### src/rtl/mux_nsel_reg.sv
// N-channel registered multiplexer with valid/ready handshakes.
// Selects either a fixed channel or a round-robin channel into a single output register.
module mux_nsel_reg #(
   parameter int WIDTH    = 8,
   parameter int CHANNELS = 4,
   localparam int SEL_W   = (CHANNELS > 2) ? $clog2(CHANNELS) : 1
) (
   input  logic                      clk,
   input  logic                      rst,
   input  logic [CHANNELS*WIDTH-1:0] in_data,
   input  logic [CHANNELS-1:0]       in_valid,
   output logic [CHANNELS-1:0]       in_ready,
   input  logic                      mode,
   input  logic [SEL_W-1:0]          sel,
   output logic [WIDTH-1:0]          out_data,
   output logic [SEL_W-1:0]          out_ch,
   output logic                      out_valid,
   input  logic                      out_ready
);

   logic [WIDTH-1:0]      out_data_q, out_data_d;
   logic [SEL_W-1:0]      out_ch_q, out_ch_d;
   logic                  out_valid_q, out_valid_d;
   logic [SEL_W-1:0]      ptr_q, ptr_d;

   logic                  grant_vld;
   logic [SEL_W-1:0]      grant_idx;
   logic [WIDTH-1:0]      grant_data;
   logic                  can_load;
   logic                  xfer;
   logic [2*CHANNELS-1:0] rr_dbl;
   logic [2*CHANNELS-1:0] rr_rot;
   int                    rr_idx;

   // Round-robin rotates the doubled valid vector so bit 0 is the channel just after ptr.
   always_comb begin
      grant_vld = 1'b0;
      grant_idx = '0;
      rr_idx    = 0;
      rr_dbl    = {in_valid, in_valid};
      rr_rot    = rr_dbl >> (32'(ptr_q) + 32'd1);
      if (!mode) begin
         for (int i = 0; i < CHANNELS; i++) begin
            if (sel == SEL_W'(i) && in_valid[i]) begin
               grant_vld = 1'b1;
               grant_idx = SEL_W'(i);
            end
         end
      end else begin
         for (int j = CHANNELS - 1; j >= 0; j--) begin
            if (rr_rot[j]) begin
               grant_vld = 1'b1;
               rr_idx    = int'(ptr_q) + 1 + j;
            end
         end
         if (rr_idx >= CHANNELS) begin
            rr_idx = rr_idx - CHANNELS;
         end
         grant_idx = SEL_W'(rr_idx);
      end
   end

   always_comb begin
      grant_data = '0;
      for (int i = 0; i < CHANNELS; i++) begin
         if (grant_idx == SEL_W'(i)) begin
            grant_data = in_data[i*WIDTH +: WIDTH];
         end
      end
   end

   assign can_load = !out_valid_q || out_ready;
   assign xfer     = grant_vld && can_load && !rst;

   always_comb begin
      in_ready = '0;
      for (int i = 0; i < CHANNELS; i++) begin
         in_ready[i] = xfer && (grant_idx == SEL_W'(i));
      end
   end

   always_comb begin
      out_data_d  = out_data_q;
      out_ch_d    = out_ch_q;
      out_valid_d = out_valid_q;
      ptr_d       = ptr_q;
      if (xfer) begin
         out_data_d  = grant_data;
         out_ch_d    = grant_idx;
         out_valid_d = 1'b1;
         ptr_d       = grant_idx;
      end else if (out_ready) begin
         out_valid_d = 1'b0;
      end
   end

   // Reset parks ptr on the last channel so the first round-robin scan starts at channel 0.
   always_ff @(posedge clk or posedge rst) begin
      if (rst) begin
         out_data_q  <= '0;
         out_ch_q    <= '0;
         out_valid_q <= 1'b0;
         ptr_q       <= SEL_W'(CHANNELS - 1);
      end else begin
         out_data_q  <= out_data_d;
         out_ch_q    <= out_ch_d;
         out_valid_q <= out_valid_d;
         ptr_q       <= ptr_d;
      end
   end

   assign out_data  = out_data_q;
   assign out_ch    = out_ch_q;
   assign out_valid = out_valid_q;

endmodule

### config.mk
export PLATFORM = sky130hd
export DESIGN_NAME = mux_nsel_reg
export DESIGN_NICKNAME = d
export VERILOG_FILES = /design/src/rtl/mux_nsel_reg.sv
export SDC_FILE = /design/constraint.sdc
export NUM_CORES = 1
export LEC_CHECK = 0
export CAP_MARGIN = 10
export CORE_MARGIN = 4
export CORE_UTILIZATION = 36
export CTS_CLUSTER_DIAMETER = 80
export DETAILED_ROUTE_END_ITERATION = 6
export PLACE_DENSITY = 0.78
export SETUP_SLACK_MARGIN = 0.02
export SLEW_MARGIN = 20
export SYNTH_ARGS = -nofsm -noshare
export SYNTH_HDL_FRONTEND = slang
export SYNTH_SLANG_ARGS = --single-unit
### constraint.sdc
create_clock -name clk -period 2.29 [get_ports clk]
set_input_delay 0.458 -clock clk [delete_from_list [all_inputs] [get_ports clk]]
set_output_delay 0.458 -clock clk [all_outputs]
set_load 0.1 [all_outputs]
==> impl_results.md, run 1 <==
- Area of placed instances: 1670 um2
- Ys flop type: dfrtp_1
- Slew @ Worst Pin: between 0.4 and 0.5 ns
- Max H-tree Level: 1
- Number of diodes: 0
- CTS clk-pin slew, worst paths: around 0.080 ns
- Dominant cells by area after synthesis: dfrtp_1 (30%), mux2i_1 (18%), o221ai_1 (7.7%)
- Clock sinks: 13
- Setup CP Type: reg -> out
- Worst EP arrival: between 1.5 and 2 ns
- Vias post-DR: around 1100
- Tot GR Track Use: just under 20%
- DRT antenna net count: 0
- Crit path buf inv count: 2
- Post-CTS Hold Fix Bufs: 0
- Power Density: 820 nW/um2
- Placed cell count: approximately 200
- Switching part of the total: between 50% and 60%
- Non-filler instance count after layout: 209
- Internal power: 702 uW
- CP Data Required Time: ~1.8 ns
- Initial antenna violation count: 0
- GP Congestion: about 0.79
- Clock power frac: a little under a tenth
- Vias per cell: between 5 and 6
- CP Cell Sequence: nand2_1, nor3b_2, o21ai_2, a31oi_4, buf_6, nor2_4, buf_12
- Share of flip-flops with an asynchronous set or reset: 100%
- Unique masters post-synth: 33
- Ports: 57
- TritonRoute pass-1 iters: 4
- Final Setup Violations: 4
- CP max FO: 3
- Slowest stage delay, CP: approximately 0.56 ns
- Class of the worst hold path: in -> async
- Share of the synthesized area in the top cell type: slightly above 30%
- Yosys Warn Count: 0
- Nets: 224
- Leading area contributor after synthesis: dfrtp_1
- Setup TNS: -0.186 ns
- Cell family with most CP delay: flip-flops
- Relative slew slack: 67.2%
- Post-synth EDFFs: 0
- Setup slack after layout: -0.0583 ns
- Seq pwr share: between 20 and 25%
- Vias in the first global route: between 1000 and 1500
- Clk_skew: between 0.0003 and 0.0004 ns
- Fmax: about 430 MHz
- Global-route wire length before repair: approximately 5000 um
- Switch Pwr: 804 uW
- CTS Buf Count: 3
- Largest net degree at the start of global routing: 14
- Final period util: 103%
- Layout area overhead: 102%
- Synthesized area per cell: about 9 um2
- Worst-skew pair later-pin latency: approximately 0.27 ns
- Die W: just under 60 um
- Post-synthesis cell count: 98
- Share of layout cells above drive strength 1: 40.3%
- DP Wirelength: 2500 um
- # port buffers: 56
- Longest Clk Path Bufs: 2
- Initial Util: between 30% and 40%
- Yosys reg bits: 13
- Fin. max-slew vios: 0
- Num rows: 17
- DIE AREA: 3390 um2
- Clock root buffer: clkbuf_4
- Outcome: finished with violations
- DR DRC count: 0
- Top-count cell post-synth: mux2i_1
- Min Tclk post-route: approximately 2.3 ns
- Max VDD drop: between 0.0006 and 0.0007 V
- Logic pwr share: between 60% and 70%
- Total core area: approximately 2300 um2
- Final Hold Viols: 0
- Hold WS: approximately 0.28 ns
- RSZ-0062 raised after global routing: yes
- Mapped Nets: between 100 and 150
- Startpoint types: register
- Static Leakage: between 0.0008 and 0.0009 uW
- Post-synthesis sequential area ratio: 36.1%
- Failing checks: setup timing
- CP max-delay cell: dfstp_2
- Die Height: between 50 and 60 um
- CTS tree: done
- Commonest cells post-synth: mux2i_1 (16), nand2_1 (14), dfrtp_1 (11), o221ai_1 (8)
- Final Cell Area: roughly 1800 um2
- Mapped Area: a little over 900 um2
- Overflow after GRT: 0
- Drt first-iter violations: 56
- Total wire length: 3230 um
- Avg WL per Cell: 15.4 um
- Worst Setup End Kind: output port
- MaxCap Viol Count: 0
[power by group through the flow]
stage	registers (uW)	logic, uW	clock network (uW)
finish	347	1010	144
global route	355	1050	162
CTS	345	992	145
detailed placement	348	949	0
global placement	347	937	0
floorplan	759	255	0
[registers in the layout, summed over array words and instances, names as in the netlist]
register,flops
out_data,8
out_ch,2
ptr_q,2
out_valid,1
[final timing paths]
| path | depth (start not counted) | end | startpoint | slack [ns] |
|---|---|---|---|---|
| setup / recovery | 7 | in_ready[0] | ptr_q[1]$_DFFE_PP1P_ | -0.06 |
| hold / removal | 2 | out_valid$_DFFE_PP0P_ | rst | 0.28 |
| setup reg to reg | 8 | out_data[1]$_DFFE_PP0P_ | ptr_q[1]$_DFFE_PP1P_ | 0.25 |
| hold reg to reg | 2 | out_ch[0]$_DFFE_PP0P_ | out_ch[0]$_DFFE_PP0P_ | 0.49 |
| max in group asynchronous | 2 | out_valid$_DFFE_PP0P_ | rst | 1.64 |
| min in group clk | 2 | out_ch[0]$_DFFE_PP0P_ | out_ch[0]$_DFFE_PP0P_ | 0.49 |
[final cells by class]
type | instances | area (um2)
inverter | 7 | 26.3
tap | 28 | 35.0
timing repair buffer | 83 | 778
multi-input combinational | 74 | 638
sequential | 13 | 332
fill | 150 | 462
clock buffer | 4 | 26.3
[per-stage QoR]
step	util (%)	power, uW	setup WS, ns
2_1_floorplan	-	1010	-0.0600
3_3_place_gp	72.9	1280	-0.315
3_5_place_dp	72.9	1300	-0.356
4_1_cts	77.6	1480	-0.0933
5_1_grt	79.9	1570	-0.126
6_report	79.9	1510	-0.0583
[repair_timing]
item | 4_1_cts | 5_1_grt
setup endpoints to repair | 7 | 6
cloned | 0 | 0
endpoints found under the hold margin | 0 | 0
pin swaps | 8 | 8
buffers inserted | 7 | 2
resized for setup | 21 | 11
[cell families (layout without fill, tap and decap cells)]
group | count (synthesis) | count (layout) | synth area share [%]
AO/OA/AOI/OAI | 31 | 31 | 25.2
AND/OR/NAND/NOR | 26 | 26 | 12.7
multiplexers | 17 | 17 | 18.9
flip-flops | 13 | 13 | 36.1
buffers and inverters | 11 | 94 | 7.03
[placed cells by master, fill, tap and decap left out, drive strengths merged, types with 3 or more instances in the layout]
cell,synthesis,final
a21oi,3,3
buf,4,42
clkbuf,0,5
clkdlybuf4s50,0,32
dfrtp,11,11
dlygate4sd2,0,6
inv,7,7
mux2i,16,16
nand2,14,14
nor2,6,6
o21ai,6,6
o221ai,8,8
[layer usage]
metal	global-route usage, %	vias to the layer above	wire length [um]
met5	0	-	0
met4	5.96	0	34
met3	6.46	6	375
met2	34.4	64	1540
met1	22.1	520	1280
li1	-	532	-
Note: power is estimated with default switching activity, not from simulation.
==> run 2: changes to the inputs <==
--- a/config.mk
+++ b/config.mk
@@ -6,13 +6,13 @@
 export NUM_CORES = 1
 export LEC_CHECK = 0
 export CAP_MARGIN = 10
+export CORE_ASPECT_RATIO = 1.25
 export CORE_MARGIN = 4
 export CORE_UTILIZATION = 36
 export CTS_CLUSTER_DIAMETER = 80
 export DETAILED_ROUTE_END_ITERATION = 6
 export PLACE_DENSITY = 0.78
 export SETUP_SLACK_MARGIN = 0.02
-export SLEW_MARGIN = 20
 export SYNTH_ARGS = -nofsm -noshare
 export SYNTH_HDL_FRONTEND = slang
 export SYNTH_SLANG_ARGS = --single-unit
==> run 2 against run 1 <==
  * The flow still finishes with violations (setup timing)
  * Via count is 0.80% higher
  * Largest cell class unchanged
  * Final cell count grew 5.3%
  * Count of clock-buffer cells in the layout stayed put
  * First-iteration DRC count shrank 64%
  * Register-to-register slack got worse by 0.12 ns
  * Worst hold slack improved by 0.11 ns
  * Highest routed layer unchanged
  * Clock skew grew 0.00056 ns
  * Total power is 1.7% higher
  * Non-clock buffer count grew 6
  * Sequential share of layout area decreased by 0.33 points
  * Clock power decreased by 7%
==> impl_results.md, run 2 (synthesized netlist as in run 1, its figures left out) <==
- Startpoint types: register
- Commonest non-fill, non-tap cell in the layout: buf_4
- Vias in the first global route: ~1200
- Worst Setup End Kind: output port
- CTS clk-pin slew, worst paths: ~0.070 ns
- Setup slack after layout: -0.00890 ns
- Slew @ Worst Pin: 0.471 ns
- CP max FO: 5
- Hold WS: 0.392 ns
- DP Wirelength: 2390 um
- Placed cell count: slightly above 200
- Post-CTS Hold Fix Bufs: 0
- Power Density: roughly 820 nW/um2
- Tot GR Track Use: roughly a fifth
- Non-filler instance count after layout: between 200 and 250
- Die W: approximately 53 um
- TritonRoute pass-1 iters: 4
- Clock sinks: 13
- Vias post-DR: between 1000 and 1500
- Worst EP arrival: ~1.8 ns
- DP Worst Slack: -0.300 ns
- Setup CP Type: reg -> out
- Total power draw: approximately 1500 uW
- Initial antenna violation count: 0
- Final Hold Viols: 0
- Outcome: finished with violations
- Layout area overhead: 106%
- Total wire length: around 3200 um
- Final period util: 100%
- Static Leakage: around 0.00085 uW
- DR DRC count: 0
- Nets: 230
- Longest Clk Path Bufs: 2
- Ports: 57
- Total core area: around 2400 um2
- Initial Util: a little under two fifths
- DIE AREA: 3390 um2
- Flip-flop count of the largest register after layout: 8
- GP Congestion: 0.736
- Relative slew slack: approximately 70%
- Max VDD drop: 0.000709 V
- FILL cells: ~180
- Clock root buffer: clkbuf_4
- DRT antenna net count: 0
- Fmax: 435 MHz
- CTS Buf Count: 3
- CP Data Required Time: roughly 1.8 ns
- Largest net degree at the start of global routing: 14
- # port buffers: 56
- Worst-skew pair later-pin latency: 0.26 ns
- Most frequent cells in the layout: buf_4 (39), clkdlybuf4s50_1 (32), mux2i_1 (16)
- MaxCap Viol Count: 0
- CTS tree: done
- Die Height: 64.1 um
- Avg WL per Cell: 14.6 um
- Max H-tree Level: 1
- Num rows: 20
- Clk_skew: 0.000872 ns
- Number of diodes: 0
- Global-route wire length before repair: 5250 um
- Fin. max-slew vios: 0
- Final Setup Violations: 2
- Class of the worst hold path: in -> async
- Overflow after GRT: 0
- Fin util: between 70 and 80%
- Drt first-iter violations: 20
- Failing checks: setup timing
- Share of layout cells above drive strength 1: between 40% and 50%
- RSZ-0062 raised after global routing: yes
- Min Tclk post-route: ~2.3 ns
- Vias per cell: between 5 and 6
run 2: cell count changes in the layout (fill, tap and decap cells not counted), sizes merged:
cell,before,now
clkdlybuf4s15,1,3
dlymetal6s2s,1,0
buf,42,49
dlygate4sd2,6,4
run 2: report_power, final:
group          total, uW  switching [uW]  internal (uW)
clock network        134            66.7           67.3
registers            350            46.6            304
logic               1050             688            359
total               1530             801            730
run 2: metal layers:
| layer | track usage, % | up-vias | part of all wire [%] |
|---|---|---|---|
| met3 | 5.13 | 6 | 9.9 |
| met5 | 0 | - | 0 |
| li1 | - | 547 | - |
| met4 | 7.67 | 0 | 1.5 |
| met1 | 20.5 | 522 | 35 |
| met2 | 37.7 | 56 | 53 |
run 2: worst paths after layout:
path / to / start / depth (start not counted) / slack [ns]
max: in_ready[2] / ptr_q[1]$_DFFE_PP1P_ / 7 / -0.009
min: out_valid$_DFFE_PP0P_ / rst / 2 / 0.39
max reg2reg: out_data[2]$_DFFE_PP0P_ / ptr_q[0]$_DFFE_PP1P_ / 12 / 0.13
min reg2reg: out_ch[0]$_DFFE_PP0P_ / out_ch[0]$_DFFE_PP0P_ / 2 / 0.49
max in group asynchronous: out_valid$_DFFE_PP0P_ / rst / 2 / 1.54
min in group clk: out_ch[0]$_DFFE_PP0P_ / out_ch[0]$_DFFE_PP0P_ / 2 / 0.49
run 2: area by class of cell:
| cell class | count | area [um2] | share of cell area [%] |
|---|---|---|---|
| timing repair buffer | 89 | 826 | 44.2 |
| multi-input combinational | 74 | 616 | 32.9 |
| sequential | 13 | 332 | 17.7 |
| tap | 33 | 41.3 | 2.21 |
| inverter | 7 | 28.8 | 1.54 |
| clock buffer | 4 | 26.3 | 1.41 |
run 2: worst max-delay path, stage by stage, from the launching register on:
cell and delay [ns]:
dfstp_2 0.57, nand2_1 0.09, nor3b_2 0.16, o21ai_1 0.14, a31oi_2 0.12, buf_4 0.18, nor2_4 0.12, buf_12 0.18
run 2: stage by stage:
step	cell area [um2]	TNS (ns)
6_report	1870	-0.0177
5_1_grt	1870	-0.320
4_1_cts	1840	0
3_5_place_dp	1700	-3.07
3_3_place_gp	1700	-2.48
2_1_floorplan	955	-0.145
run 2: timing repair:
| item | in CTS | in global routing |
|---|---|---|
| endpoints found under the hold margin | 0 | 0 |
| setup buffers | 10 | 3 |
| setup endpoints to repair | 7 | 5 |
| pin swaps | 10 | 11 |
| resized for setup | 26 | 11 |
